## config.mk

```make
export PLATFORM = sky130hd
export DESIGN_NAME = seg7_scan_driver
export DESIGN_NICKNAME = d
export VERILOG_FILES = /design/src/rtl/seg7_scan_driver.sv
export SDC_FILE = /design/constraint.sdc
export NUM_CORES = 1
export LEC_CHECK = 0
export BUFFER_PORTS_ARGS = -buffer_cell sky130_fd_sc_hd__buf_2
export CAP_MARGIN = 0
export CORE_ASPECT_RATIO = 1.4
export CORE_MARGIN = 1.5
export CORE_UTILIZATION = 35
export DETAILED_ROUTE_END_ITERATION = 8
export MAX_ROUTING_LAYER = met4
export PLACE_DENSITY = 0.52
export SYNTH_ARGS = -nofsm -noshare
export SYNTH_HDL_FRONTEND = slang
export SYNTH_SLANG_ARGS = --single-unit
```

## constraint.sdc

```tcl
create_clock -name clk -period 2.8 [get_ports clk]
set_input_delay 0.56 -clock clk [delete_from_list [all_inputs] [get_ports clk]]
set_output_delay 0.56 -clock clk [all_outputs]
set_load 0.01 [all_outputs]
```

## src/rtl/seg7_scan_driver.sv

```systemverilog
// rtl/seg7_scan_driver.sv - double-buffered 4-digit common-anode 7-segment scan driver with blanking
// Optional feature macro: BRIGHTNESS_PWM_EN (adds brightness[3:0] PWM dimming of digit enables)
module seg7_scan_driver #(
  parameter int DIGIT_TICKS = 50000,
  parameter int BLANK_TICKS = 500
) (
  input  logic        clk,
  input  logic        reset,
  input  logic        frame_valid,
  output logic        frame_ready,
  input  logic [19:0] frame_data,
  output logic        frame_start,
  output logic [3:0]  digit_sel,
  output logic [7:0]  segments
`ifdef BRIGHTNESS_PWM_EN
  ,
  input  logic [3:0]  brightness
`endif
);

  localparam int MAX_TICKS = (DIGIT_TICKS > BLANK_TICKS) ? DIGIT_TICKS : BLANK_TICKS;
  localparam int CW = $clog2(MAX_TICKS + 1);
  localparam logic [CW-1:0] BLANK_LAST = CW'(BLANK_TICKS - 1);
  localparam logic [CW-1:0] DRIVE_LAST = CW'(DIGIT_TICKS - 1);

  typedef enum logic {BLANK = 1'b0, DRIVE = 1'b1} phase_t;

  phase_t        phase, phase_nxt;
  logic [1:0]    digit, digit_nxt;
  logic [CW-1:0] tick, tick_nxt;
  logic [3:0]    sel_nxt;
  logic [7:0]    seg_nxt;
  logic          start_nxt;
  logic          boundary;
  logic [4:0]    field;
  logic [19:0]   shadow, active;
  logic          shadow_full;
`ifdef BRIGHTNESS_PWM_EN
  logic [3:0]    pwm, pwm_nxt;
`endif

  // Symbol {dp, sym} to active-low {dp,g,f,e,d,c,b,a}.
  function automatic logic [7:0] decode(input logic [4:0] f);
    logic [7:0] s;
    case (f[3:0])
      4'h0: s = 8'hC0;
      4'h1: s = 8'hF9;
      4'h2: s = 8'hA4;
      4'h3: s = 8'hB0;
      4'h4: s = 8'h99;
      4'h5: s = 8'h92;
      4'h6: s = 8'h82;
      4'h7: s = 8'hF8;
      4'h8: s = 8'h80;
      4'h9: s = 8'h90;
      4'hA: s = 8'hC7;
      4'hB: s = 8'h89;
      4'hC: s = 8'hA3;
      4'hD: s = 8'hFB;
      4'hE: s = 8'hBF;
      default: s = 8'hFF;
    endcase
    if (f[4]) s[7] = 1'b0;
    return s;
  endfunction

  assign frame_ready = ~shadow_full;

  // Next phase/digit/tick and the output values that load with them.
  always_comb begin
    phase_nxt = phase;
    digit_nxt = digit;
    tick_nxt  = tick + CW'(1);
    start_nxt = 1'b0;
    boundary  = 1'b0;
    case (phase)
      BLANK: begin
        if (tick == BLANK_LAST) begin
          phase_nxt = DRIVE;
          tick_nxt  = '0;
        end
      end
      DRIVE: begin
        if (tick == DRIVE_LAST) begin
          phase_nxt = BLANK;
          tick_nxt  = '0;
          digit_nxt = digit + 2'd1;
          if (digit == 2'd3) begin
            boundary  = 1'b1;
            start_nxt = 1'b1;
          end
        end
      end
      default: begin
        phase_nxt = BLANK;
        tick_nxt  = '0;
      end
    endcase

    case (digit_nxt)
      2'd0:    field = active[4:0];
      2'd1:    field = active[9:5];
      2'd2:    field = active[14:10];
      default: field = active[19:15];
    endcase

    sel_nxt = 4'hF;
    seg_nxt = 8'hFF;
    if (phase_nxt == DRIVE) begin
      sel_nxt = ~(4'b0001 << digit_nxt);
      seg_nxt = decode(field);
    end

`ifdef BRIGHTNESS_PWM_EN
    pwm_nxt = (phase == DRIVE && phase_nxt == DRIVE) ? pwm + 4'd1 : 4'd0;
    if (phase_nxt == DRIVE && pwm_nxt > brightness) sel_nxt = 4'hF;
`endif
  end

  // Scan state and registered display outputs; all fields load on the same edge.
  always_ff @(posedge clk or posedge reset) begin
    if (reset) begin
      phase       <= BLANK;
      digit       <= 2'd0;
      tick        <= '0;
      digit_sel   <= 4'hF;
      segments    <= 8'hFF;
      frame_start <= 1'b0;
`ifdef BRIGHTNESS_PWM_EN
      pwm         <= 4'd0;
`endif
    end else begin
      phase       <= phase_nxt;
      digit       <= digit_nxt;
      tick        <= tick_nxt;
      digit_sel   <= sel_nxt;
      segments    <= seg_nxt;
      frame_start <= start_nxt;
`ifdef BRIGHTNESS_PWM_EN
      pwm         <= pwm_nxt;
`endif
    end
  end

  // Shadow capture on handshake; promotion to the active frame only at the frame boundary.
  always_ff @(posedge clk or posedge reset) begin
    if (reset) begin
      shadow      <= '0;
      shadow_full <= 1'b0;
      active      <= {4{5'h0F}};
    end else if (frame_valid && frame_ready) begin
      shadow      <= frame_data;
      shadow_full <= 1'b1;
    end else if (boundary && shadow_full) begin
      active      <= shadow;
      shadow_full <= 1'b0;
    end
  end

endmodule

```

# Word-level counts from Yosys, hierarchy flattened
# Memory sizes are Yosys's and may differ from the RTL's.
# Cells that the tools add are included.
# word_totals
input_bits	23
out_inout_bits	14
regBits	73
rom_bits	112
n_memories	1
wordCells	44
# op_classes
eq_ne	5
reduce_logical	5
bitwise_logic	4
shifts	1
addsub	2
n_mux	17
# mem_list
name	words	width	rd	rd_ports_with_merged_regs	write_ports	line	text
(no name shown)	16	7	1	0	0	45	case (f[3:0])
# op_table
cell	count
2-to-1 mux 16 bit	2
one-hot mux 16 bit (2 select lines)	1
adder 16 x 1 -> 16 bit (second input constant)	1
== test 16 bit (second input constant)	1
== test 16 x 9 -> 1 bit (second input constant)	1
one-hot mux 5 bit (3 select lines)	1
2-to-1 mux 1 bit	8
2-to-1 mux 8 bit	1
== test 2 bit (second input constant)	2
2-to-1 mux 2 bit	2
2-to-1 mux 4 bit	1
NOT 4 bit	1
<< shifter 1 x 2 -> 4 bit (first input constant)	1
NOT 1 bit	3
adder 2 x 1 -> 2 bit (second input constant)	1
== test 2 x 1 -> 1 bit (second input constant)	1
logical AND 1 bit	2
logical NOT 2 bit	1
one-hot mux 1 bit (2 select lines)	1
AND reduction 2 bit	1
nonzero test 2 bit	1

# Longest topological paths before layout
# Gate-level depths: netlist of run 1.
# logic_depth
word_depth	7
ltp_mapped	9
depth_no_buf	9

# Least setup slack after synthesis of run 1
# No wires, ideal clock.
# synth_timing
path_type	register -> register
start	register tick[7]
end	register segments[3]
path_stages_with_launch	8
setup_slack_ns	-0.123
arrival_time_ns	2.860
required_ns	2.736
n_path_buf	0
setup_ns	0.064
path_cell_list	dfrtp_1 -> or4b_4 -> nor4_4 -> mux2i_1 -> ha_1 -> mux2_2 -> mux2_2 -> nand2_1
# synth_between
elab_chain_len	7
word_cells_on_any_way	13
classes_between	4 x eq/ne; 7 x mux; 1 x reduce/logical; 1 x memory
# synth_rtl
item	line	text
from (decl)	30	logic [CW-1:0] tick, tick_nxt;
from (signal assigned)	135	tick <= tick_nxt;
== test 16 bit	84	if (tick == DRIVE_LAST) begin
2-to-1 mux 2 bit	84	
2-to-1 mux 2 bit	76	case (phase)
== test 2 bit, or another cell as far along	100	case (digit_nxt)
one-hot mux 5 bit (3 select lines)	100	
memory read (16 x 7 bit)	-	
2-to-1 mux 8 bit *	109	if (phase_nxt == DRIVE) begin
via seg_nxt[3]	32	logic [7:0] seg_nxt;
to (signal assigned)	137	segments <= seg_nxt;
to (decl)	14	output logic [7:0] segments
# Mark *: on every way through the listed nets, which the timed path passes. The rest lies on a longest branch.
# A chain may end at the register's enable or synchronous reset.

# Worst setup path in the final report of run 1
# layout_timing
start	register tick[5]
end	register segments[3]
# Same word-level chain as after synthesis.

==> impl_metrics.json, run 1 <==
{
  "max_cap_violations": 0,
  "die_area_mm2": 0.0102,
  "grt_max_degree": 32,
  "clock_power_share_pct": 46.0,
  "netlist_instances": 252,
  "cp_cell_sequence": "or4b_4, nor4_4, buf_6, mux2_4, inv_2, ha_1, mux2_4, mux2_4, nand2_1",
  "clock_skew_ns": 0.00529,
  "wl_um": 6240,
  "p_switching_mw": 0.465,
  "slowest_delay_ns": 0.57,
  "worstSetupPathType": "flip-flop to flip-flop",
  "setup_tns_ns": 0,
  "required_ns": 3.07,
  "nets": 339,
  "routedWlPerCell_um": 14.7,
  "crit_top_cell": "mux2_4",
  "setup_viol": 0,
  "stdcell_count": 423,
  "drtIter0Drc": 72,
  "io_pins": 37,
  "drv_slew": 0,
  "post-route-period-util_pct": 95.4,
  "hold_violations": 0,
  "fmax_mhz": 374,
  "row_count": 42,
  "intPower_mw": 1.73,
  "rsz0062_at_grt": "false",
  "min_period_ns": 2.67,
  "pwr-share-seq_pct": 50.7,
  "start_kind": "flip-flop",
  "fin_util_pct": 43.4,
  "ys_seq_elements": 73,
  "ys_types": 36,
  "hpwl_um": 4740,
  "coreArea_mm2": 0.00941,
  "mappedNetlistNets": 283,
  "io_buffers": 36,
  "ctsLongestPathBuffers": 2,
  "grt_pass1_wl_um": 10600,
  "status": "complete, no violations",
  "die_h_um": 119,
  "pwr_density_cell_mw_per_mm2": 538,
  "ir_worst_vdd_mv": 0.308,
  "most-common-layout-cells": "dfrtp_1, mux2_2, buf_2",
  "dp_cells": 403,
  "root_buffer": "clkbuf_16",
  "worstMarginPinSlew_ns": 0.490,
  "first_pass_iters": 4,
  "worst-path-max-fanout": 6,
  "power.combinational.fraction_pct": 3.2,
  "synth_seq_area_share_pct": 55.4,
  "tritoncts": "done",
  "initial_core_util_pct": 35.7,
  "grt_pass1_vias": 2145,
  "crit_arrival_ns": 2.94,
  "gr-total-overflow": 0,
  "areaGrowthSynthToFinish_pct": 21.6,
  "antenna_left": 0,
  "grt_usage_pct": 13.9,
  "syn_area_per_cell_um2": 13.3,
  "final_common_cell": "dfrtp_1",
  "hold_buffers": 0,
  "numCtsBuffers": 9,
  "finalInstanceArea_mm2": 0.00408,
  "leakagePower_nw": 1.82,
  "die_x_um": 85.8,
  "drc_errors": 0,
  "vias": 2101,
  "layout-drive-gt1-share_pct": 50.5,
  "max_slew_margin_pct": 67.3,
  "endpoint_kind": "flip-flop",
  "insertion_delay_ns": 0.33,
  "antenna_found_initial": 0,
  "cts_max_level": 3,
  "routed_via_density": 4.97,
  "clkTransAtPathRegs_ns": 0.06,
  "diodes": 0,
  "min_path_type": "input port to async pin",
  "numClockSinks": 73,
  "ys.warnings.count": 0,
  "place.gp.congestion": 0.804,
  "placed_cell_area_mm2": 0.00377,
  "cp_slowest_cell": "or4b_4",
  "switching_share_pct": 21.2,
  "syn-cell-area_mm2": 0.00336
}
Yosys cell counts (all sizes together):
| cell | instances | area (um2) |
|---|---|---|
| a21boi | 1 | 7.51 |
| a21oi | 2 | 10.0 |
| and2 | 2 | 12.5 |
| and3 | 4 | 25.0 |
| buf | 4 | 17.5 |
| clkbuf | 5 | 18.8 |
| dfrtp | 45 | 1130 |
| dfstp | 28 | 736 |
| ha | 8 | 100 |
| inv | 9 | 33.8 |
| mux2 | 44 | 495 |
| mux2i | 6 | 60.1 |
| mux4 | 9 | 206 |
| nand2 | 15 | 56.3 |
| nand2b | 3 | 18.8 |
| nand3 | 11 | 55.1 |
| nand4 | 2 | 12.5 |
| nor2 | 18 | 67.6 |
| nor2b | 2 | 12.5 |
| nor3 | 1 | 5.00 |
| nor4 | 2 | 27.5 |
| o211ai | 2 | 15.0 |
| o21a | 1 | 7.51 |
| o21ai | 3 | 15.0 |
| o22ai | 2 | 12.5 |
| o31ai | 2 | 15.0 |
| or2 | 1 | 6.26 |
| or4 | 2 | 18.8 |
| or4b | 3 | 33.8 |
| xnor2 | 5 | 43.8 |
| xor2 | 10 | 87.6 |
metal layers:
metal  part of all wire, %  track usage, %  vias to the layer above
li1                      -               -                     1004
met1                    41            16.0                     1053
met2                    55            22.9                       39
met3                   2.6            3.33                        5
met4                  0.71            6.15                        0
met5                     0               -                        -
power groups by stage:
stage / clock network (mW) / logic (mW) / registers, mW
3_3_place_gp: 0 / 0.0725 / 1.13
4_1_cts: 1.04 / 0.0749 / 1.12
3_5_place_dp: 0 / 0.0745 / 1.13
2_1_floorplan: 0 / 0.0480 / 1.12
5_1_grt: 1.09 / 0.0817 / 1.12
6_report: 1.01 / 0.0713 / 1.11
through the flow:
step / setup WS, ns / total power, mW / hold slack [ns]
floorplan: -0.0288 / 1.17 / 0.448
global placement: 0.0886 / 1.20 / 0.478
detailed placement: 0.0312 / 1.21 / 0.488
CTS: 0.0260 / 2.23 / 0.260
global route: 0.0125 / 2.29 / 0.284
finish: 0.128 / 2.20 / 0.245
logic make-up after synthesis:
family	synth area share, %
AO/OA/AOI/OAI	2.46
XOR/XNOR	3.91
adder cells (fa/ha/maj)	2.98
buffers and inverters	2.09
flip-flops	55.4
multiplexers	22.7
AND/OR/NAND/NOR	10.5
state kept, by name (all words and copies together) (netlist names):
register,cells
active,20
digit,2
digit_sel,4
frame_start,1
phase,1
segments,8
shadow,20
shadow_full,1
tick,16
cell type report:
| cell class | instances | area (um2) |
|---|---|---|
| Timing Repair Buffer | 54 | 332 |
| Fill cell | 889 | 5320 |
| Clock inverter | 5 | 32.5 |
| Inverter | 9 | 33.8 |
| Multi-Input combinational cell | 161 | 1450 |
| Clock buffer | 11 | 233 |
| Sequential cell | 73 | 1860 |
| Tap cell | 110 | 138 |
critical path, delay by kind of cell, from the launching register on:
family,cells,cell delay (ns)
multiplexers,3,0.82
AND/OR/NAND/NOR,3,0.91
adder cells (fa/ha/maj),1,0.24
buffers and inverters,2,0.26
flip-flops,1,0.38
path summary, 6_finish.rpt:
path                                   from           to  slack (ns)  cells past startpoint
worst max-delay path                tick[5]  segments[3]        0.13                      9
worst min-delay path                  reset      tick[7]        0.25                      2
worst max register to register      tick[5]  segments[3]        0.13                      9
worst min register to register      tick[0]      tick[0]        0.49                      1
max in group asynchronous             reset   active[13]        1.77                      3
min in group clk                frame_valid  shadow_full        0.45                      2
repair_timing:
item / 4_1_cts / 5_1_grt
setup endpoints to repair: 0 / 1
setup buffers: 0 / 4
resized for setup: 0 / 1
Power figures use the tool's default switching activity.
==> inputs of run 2 (changes only) <==
--- a/config.mk
+++ b/config.mk
@@ -12,7 +12,7 @@
 export CORE_UTILIZATION = 35
 export DETAILED_ROUTE_END_ITERATION = 8
 export MAX_ROUTING_LAYER = met4
-export PLACE_DENSITY = 0.52
+export PLACE_DENSITY_LB_ADDON = 0.3
 export SYNTH_ARGS = -nofsm -noshare
 export SYNTH_HDL_FRONTEND = slang
 export SYNTH_SLANG_ARGS = --single-unit
==> run 2 against run 1 <==
Against the previous run:
- routed wire length is 0.19% higher
- global-route usage grew 0.22 points
- register-to-register slack worse by 0.02 ns
- sequential cell count unchanged
- sequential power about the same
- final cell count decreased by 0.47%
- clock skew fell by 0.00065 ns
- utilization increased by 0.37 points
- combinational power increased by 4.3%
- critical path depth fell by 1
- largest power group is now the clock network
- highest routed layer unchanged
==> impl_metrics.json, run 2 (synthesized netlist as in run 1, its figures left out) <==
{
  "status": "complete, no violations",
  "coreArea_mm2": 0.00941,
  "pwr_density_cell_mw_per_mm2": 580,
  "ir_worst_vdd_mv": 0.286,
  "most-common-layout-cells": "dfrtp_1, mux2_2, buf_2",
  "row_count": 42,
  "antenna_left": 0,
  "cp_slowest_cell": "or4b_4",
  "wl_um": 6250,
  "pwr-share-seq_pct": 46.6,
  "numCtsBuffers": 9,
  "drv_slew": 0,
  "clock_skew_ns": 0.00464,
  "antenna_found_initial": 0,
  "required_ns": 3.07,
  "routed_via_density": 4.95,
  "ctsLongestPathBuffers": 2,
  "cp_cell_sequence": "or4b_4, nor4_4, buf_4, mux2i_4, ha_1, mux2_4, mux2_4, nand2_1",
  "finalInstanceArea_mm2": 0.00412,
  "root_buffer": "clkbuf_16",
  "worstSetupPathType": "flip-flop to flip-flop",
  "endpoint_kind": "flip-flop",
  "vias": 2084,
  "post-route-period-util_pct": 96.1,
  "diodes": 0,
  "clock_power_share_pct": 50.3,
  "numClockSinks": 73,
  "grt_max_degree": 34,
  "switching_share_pct": 19.9,
  "leakagePower_nw": 1.84,
  "cp_num_buf_inv": 1,
  "max_cap_violations": 0,
  "max_slew_margin_pct": 60.9,
  "reg.largest.list": "active x20, shadow x20, tick x16",
  "crit_top_cell": "mux2_4",
  "routedWlPerCell_um": 14.8,
  "fill_cells": 863,
  "hpwl_um": 4620,
  "grt_pass1_wl_um": 10700,
  "placed_cell_area_mm2": 0.00379,
  "timing.critical_path.max_delay_family": "simple AND/OR/NAND/NOR gates",
  "gr-total-overflow": 0,
  "dp_cells": 404,
  "insertion_delay_ns": 0.33,
  "crit_arrival_ns": 2.96,
  "io_buffers": 36,
  "final_common_cell": "dfrtp_1",
  "pre_cts_ws_ns": 0.102,
  "nets": 337,
  "min_path_type": "input port to async pin",
  "initial_core_util_pct": 35.7,
  "min_period_ns": 2.69,
  "tritoncts": "done",
  "place.gp.congestion": 0.826,
  "die_area_mm2": 0.0102,
  "hold_violations": 0,
  "start_kind": "flip-flop",
  "grt_usage_pct": 14.1,
  "fmax_mhz": 372,
  "p_switching_mw": 0.476,
  "setup_tns_ns": 0,
  "layout-drive-gt1-share_pct": 50.8,
  "slowest_delay_ns": 0.58,
  "intPower_mw": 1.92,
  "grt_pass1_vias": 2132,
  "areaGrowthSynthToFinish_pct": 22.6,
  "worst-path-max-fanout": 4,
  "cts_max_level": 3,
  "stdcell_count": 421,
  "first_pass_iters": 4,
  "drtIter0Drc": 74,
  "die_x_um": 85.8,
  "clkTransAtPathRegs_ns": 0.06,
  "worstMarginPinSlew_ns": 0.586,
  "io_pins": 37,
  "die_h_um": 119,
  "cts_resized": 0,
  "total_power_mw": 2.39,
  "rsz0062_at_grt": "false",
  "drc_errors": 0,
  "hold_buffers": 0,
  "worst_slack_ns": 0.110,
  "power.combinational.fraction_pct": 3.1,
  "setup_viol": 0
}
-- run 2: changes by cell type in the layout (fill, tap and decap cells not counted), sizes merged --
cell      before  now
bufinv         0    2
buf           54   52
clkbuf        11    9
inv            9   10
clkinvlp       3    2
-- run 2: path summary, 6_finish.rpt --
| path | start | end | slack, ns | depth (start not counted) |
|---|---|---|---|---|
| max | tick[7] | segments[3] | 0.11 | 8 |
| min | reset | shadow[7] | 0.29 | 2 |
| max reg2reg | tick[7] | segments[3] | 0.11 | 8 |
| min reg2reg | tick[0] | tick[0] | 0.49 | 1 |
| max in group asynchronous | reset | active[15] | 1.83 | 3 |
| min in group clk | frame_valid | shadow_full | 0.46 | 2 |
-- run 2: worst register-to-register path, cell delays in order, from the launching register on --
cell and delay, ns:
dfrtp_1 0.41, or4b_4 0.58, nor4_4 0.36, buf_4 0.20, mux2i_4 0.24, ha_1 0.27, mux2_4 0.26, mux2_4 0.25
nand2_1 0.06
-- run 2: final cells by class --
| class | count | area, um2 | share of cell area (%) |
|---|---|---|---|
| clock buffer | 9 | 225 | 5.47 |
| timing repair buffer | 52 | 313 | 7.59 |
| inverter | 9 | 33.8 | 0.820 |
| tap | 110 | 138 | 3.34 |
| sequential | 73 | 1860 | 45.2 |
| multi-input combinational | 161 | 1450 | 35.3 |
| clock inverter | 7 | 93.8 | 2.28 |
-- run 2: repair_timing --
action / CTS / global route
endpoints found under the setup margin: 0 / 1
setup buffers: 0 / 1
endpoints found under the hold margin: 0 / 0
-- run 2: stage by stage --
stage | hold slack (ns) | utilization, %
2_1_floorplan | 0.448 | -
3_3_place_gp | 0.473 | 40.3
3_5_place_dp | 0.484 | 40.3
4_1_cts | 0.307 | 43.7
5_1_grt | 0.342 | 43.8
6_report | 0.290 | 43.8
-- run 2: power groups by stage --
stage,Clock [mW],Sequential (mW),Combinational (mW)
2_1_floorplan,0,1.12,0.0480
3_3_place_gp,0,1.13,0.0744
3_5_place_dp,0,1.13,0.0777
4_1_cts,1.23,1.11,0.0777
5_1_grt,1.28,1.12,0.0854
6_report,1.20,1.11,0.0744
-- run 2: routing by layer --
metal	up-vias	track usage, %	share of wire (%)
met3	11	2.49	2.6
met5	-	-	0
met1	1043	16.2	42
met2	34	23.4	53
met4	0	7.46	2.4
li1	996	-	-
==> inputs of run 3 (changes only) <==
--- a/config.mk
+++ b/config.mk
@@ -10,6 +10,7 @@
 export CORE_ASPECT_RATIO = 1.4
 export CORE_MARGIN = 1.5
 export CORE_UTILIZATION = 35
+export CTS_BUF_LIST = sky130_fd_sc_hd__clkbuf_8
 export DETAILED_ROUTE_END_ITERATION = 8
 export MAX_ROUTING_LAYER = met4
 export PLACE_DENSITY_LB_ADDON = 0.3
==> run 3 against run 2 <==
Against the previous run:
- sequential share of layout area rose by 1.0 points
- total power fell by 13%
- hold slack got worse by 0.019 ns
- clock power fell by 25%
- critical endpoint unchanged
- sequential power barely moved
- combinational power barely moved
- sequential cell count did not move
- largest power group is now registers
- global-route usage rose by 0.23 points
- routed wire length fell by 0.78%
- first-iteration DRC count fell by 5.4%
- clock-buffer cell count did not move
- utilization fell by 0.94 points
==> impl_metrics.json, run 3 (synthesized netlist as in run 1, its figures left out) <==
{
  "stdcell_count": 421,
  "hpwl_um": 4620,
  "routedWlPerCell_um": 14.7,
  "gr-total-overflow": 0,
  "regArea_mm2": 0.00186,
  "grt_usage_pct": 14.3,
  "switching_share_pct": 21.4,
  "max_cap_violations": 0,
  "vias": 2062,
  "cts_max_level": 3,
  "total_power_mw": 2.08,
  "numCtsBuffers": 9,
  "antenna_found_initial": 0,
  "clock_power_share_pct": 43.0,
  "diodes": 0,
  "status": "complete, no violations",
  "reg.largest.list": "active x20, shadow x20, tick x16",
  "worstSetupPathType": "flip-flop to flip-flop",
  "wl_um": 6200,
  "grt_max_degree": 34,
  "min_period_ns": 2.67,
  "die_x_um": 85.8,
  "drc_errors": 0,
  "p_switching_mw": 0.445,
  "layout-drive-gt1-share_pct": 51.1,
  "start_kind": "flip-flop",
  "ir_worst_vdd_mv": 0.168,
  "fill_cells": 870,
  "most-common-layout-cells": "dfrtp_1, mux2_2, buf_2",
  "coreArea_mm2": 0.00941,
  "clkTransAtPathRegs_ns": 0.07,
  "grt_pass1_wl_um": 10700,
  "finalInstanceArea_mm2": 0.00403,
  "max_slew_margin_pct": 60.3,
  "final_common_cell": "dfrtp_1",
  "endpoint_kind": "flip-flop",
  "place.gp.congestion": 0.826,
  "worstMarginPinSlew_ns": 0.594,
  "areaGrowthSynthToFinish_pct": 20.0,
  "nets": 337,
  "initial_core_util_pct": 35.7,
  "crit_arrival_ns": 2.96,
  "hold_buffers": 0,
  "drtIter0Drc": 70,
  "dp_cells": 404,
  "pwr_density_cell_mw_per_mm2": 516,
  "io_pins": 37,
  "first_pass_iters": 4,
  "numClockSinks": 73,
  "insertion_delay_ns": 0.35,
  "antenna_left": 0,
  "clock_skew_ns": 0.00710,
  "wl_met3_um": 161,
  "die_h_um": 119,
  "die_area_mm2": 0.0102,
  "ctsLongestPathBuffers": 2,
  "leakagePower_nw": 1.80,
  "setup_tns_ns": 0,
  "highest_layer": "met4",
  "setup_viol": 0,
  "tritoncts": "done",
  "intPower_mw": 1.64,
  "wl_met1_um": 2560,
  "holdWs_ns": 0.271,
  "post-route-period-util_pct": 95.5,
  "placed_cell_area_mm2": 0.00379,
  "hold_violations": 0,
  "power.combinational.fraction_pct": 3.6,
  "routed_via_density": 4.90,
  "rsz0062_at_grt": "false",
  "worst-path-max-fanout": 4,
  "drv_slew": 0,
  "multiInputGateArea_mm2": 0.00147,
  "fmax_mhz": 374,
  "required_ns": 3.09,
  "min_path_type": "input port to async pin",
  "io_buffers": 36,
  "root_buffer": "clkbuf_8",
  "pwr-share-seq_pct": 53.5,
  "row_count": 42,
  "met2_length_um": 3300,
  "grt_pass1_vias": 2153
}
==> run 3: critical path, cell delays in order (launching register included) <==
cell and delay, ns:
dfrtp_1 0.42, or4b_4 0.58, nor4_4 0.35, buf_4 0.20, mux2i_4 0.27, ha_4 0.23
mux2_4 0.25, mux2_4 0.25, nand2_1 0.06
==> run 3: cell type report <==
cell class	instances	share of cell area (%)
timing repair buffer	52	7.76
clock buffer	9	3.07
multi-input combinational	161	36.4
tap	110	3.42
clock inverter	7	2.33
inverter	9	0.838
sequential	73	46.2
==> run 3: timing repair <==
item | 4_1_cts | 5_1_grt
setup endpoints to repair | 0 | 1
resized for setup | 0 | 1
buffers inserted | 0 | 1
==> run 3: path summary, 6_finish.rpt <==
kind	startpoint	endpoint	slack, ns	cells past startpoint
setup / recovery	tick[7]	segments[3]	0.13	8
hold / removal	reset	shadow[7]	0.27	2
setup reg to reg	tick[7]	segments[3]	0.13	8
hold reg to reg	tick[0]	tick[0]	0.49	1
max in group asynchronous	reset	active[15]	1.85	3
min in group clk	frame_data[12]	shadow[12]	0.43	2
==> run 3: metrics by stage <==
step | util (%) | setup WS [ns]
final | 42.8 | 0.126
after global routing | 42.8 | 0.0160
after CTS | 42.6 | 0.0788
after detailed placement | 40.3 | 0.102
after global placement | 40.3 | 0.142
after floorplan | - | -0.0288
==> run 3: power groups by stage <==
stage | Combinational (mW) | Sequential (mW) | Clock (mW)
CTS | 0.0779 | 1.11 | 0.923
detailed placement | 0.0777 | 1.13 | 0
global placement | 0.0744 | 1.13 | 0
floorplan | 0.0480 | 1.12 | 0
finish | 0.0746 | 1.11 | 0.894
global route | 0.0859 | 1.12 | 0.961
==> run 3: metal layers <==
layer  global-route usage [%]  vias to the layer above
li1                         -                      994
met1                     15.8                     1018
met2                     24.0                       37
met3                     2.49                       13
met4                     8.47                        0
met5                        -                        -
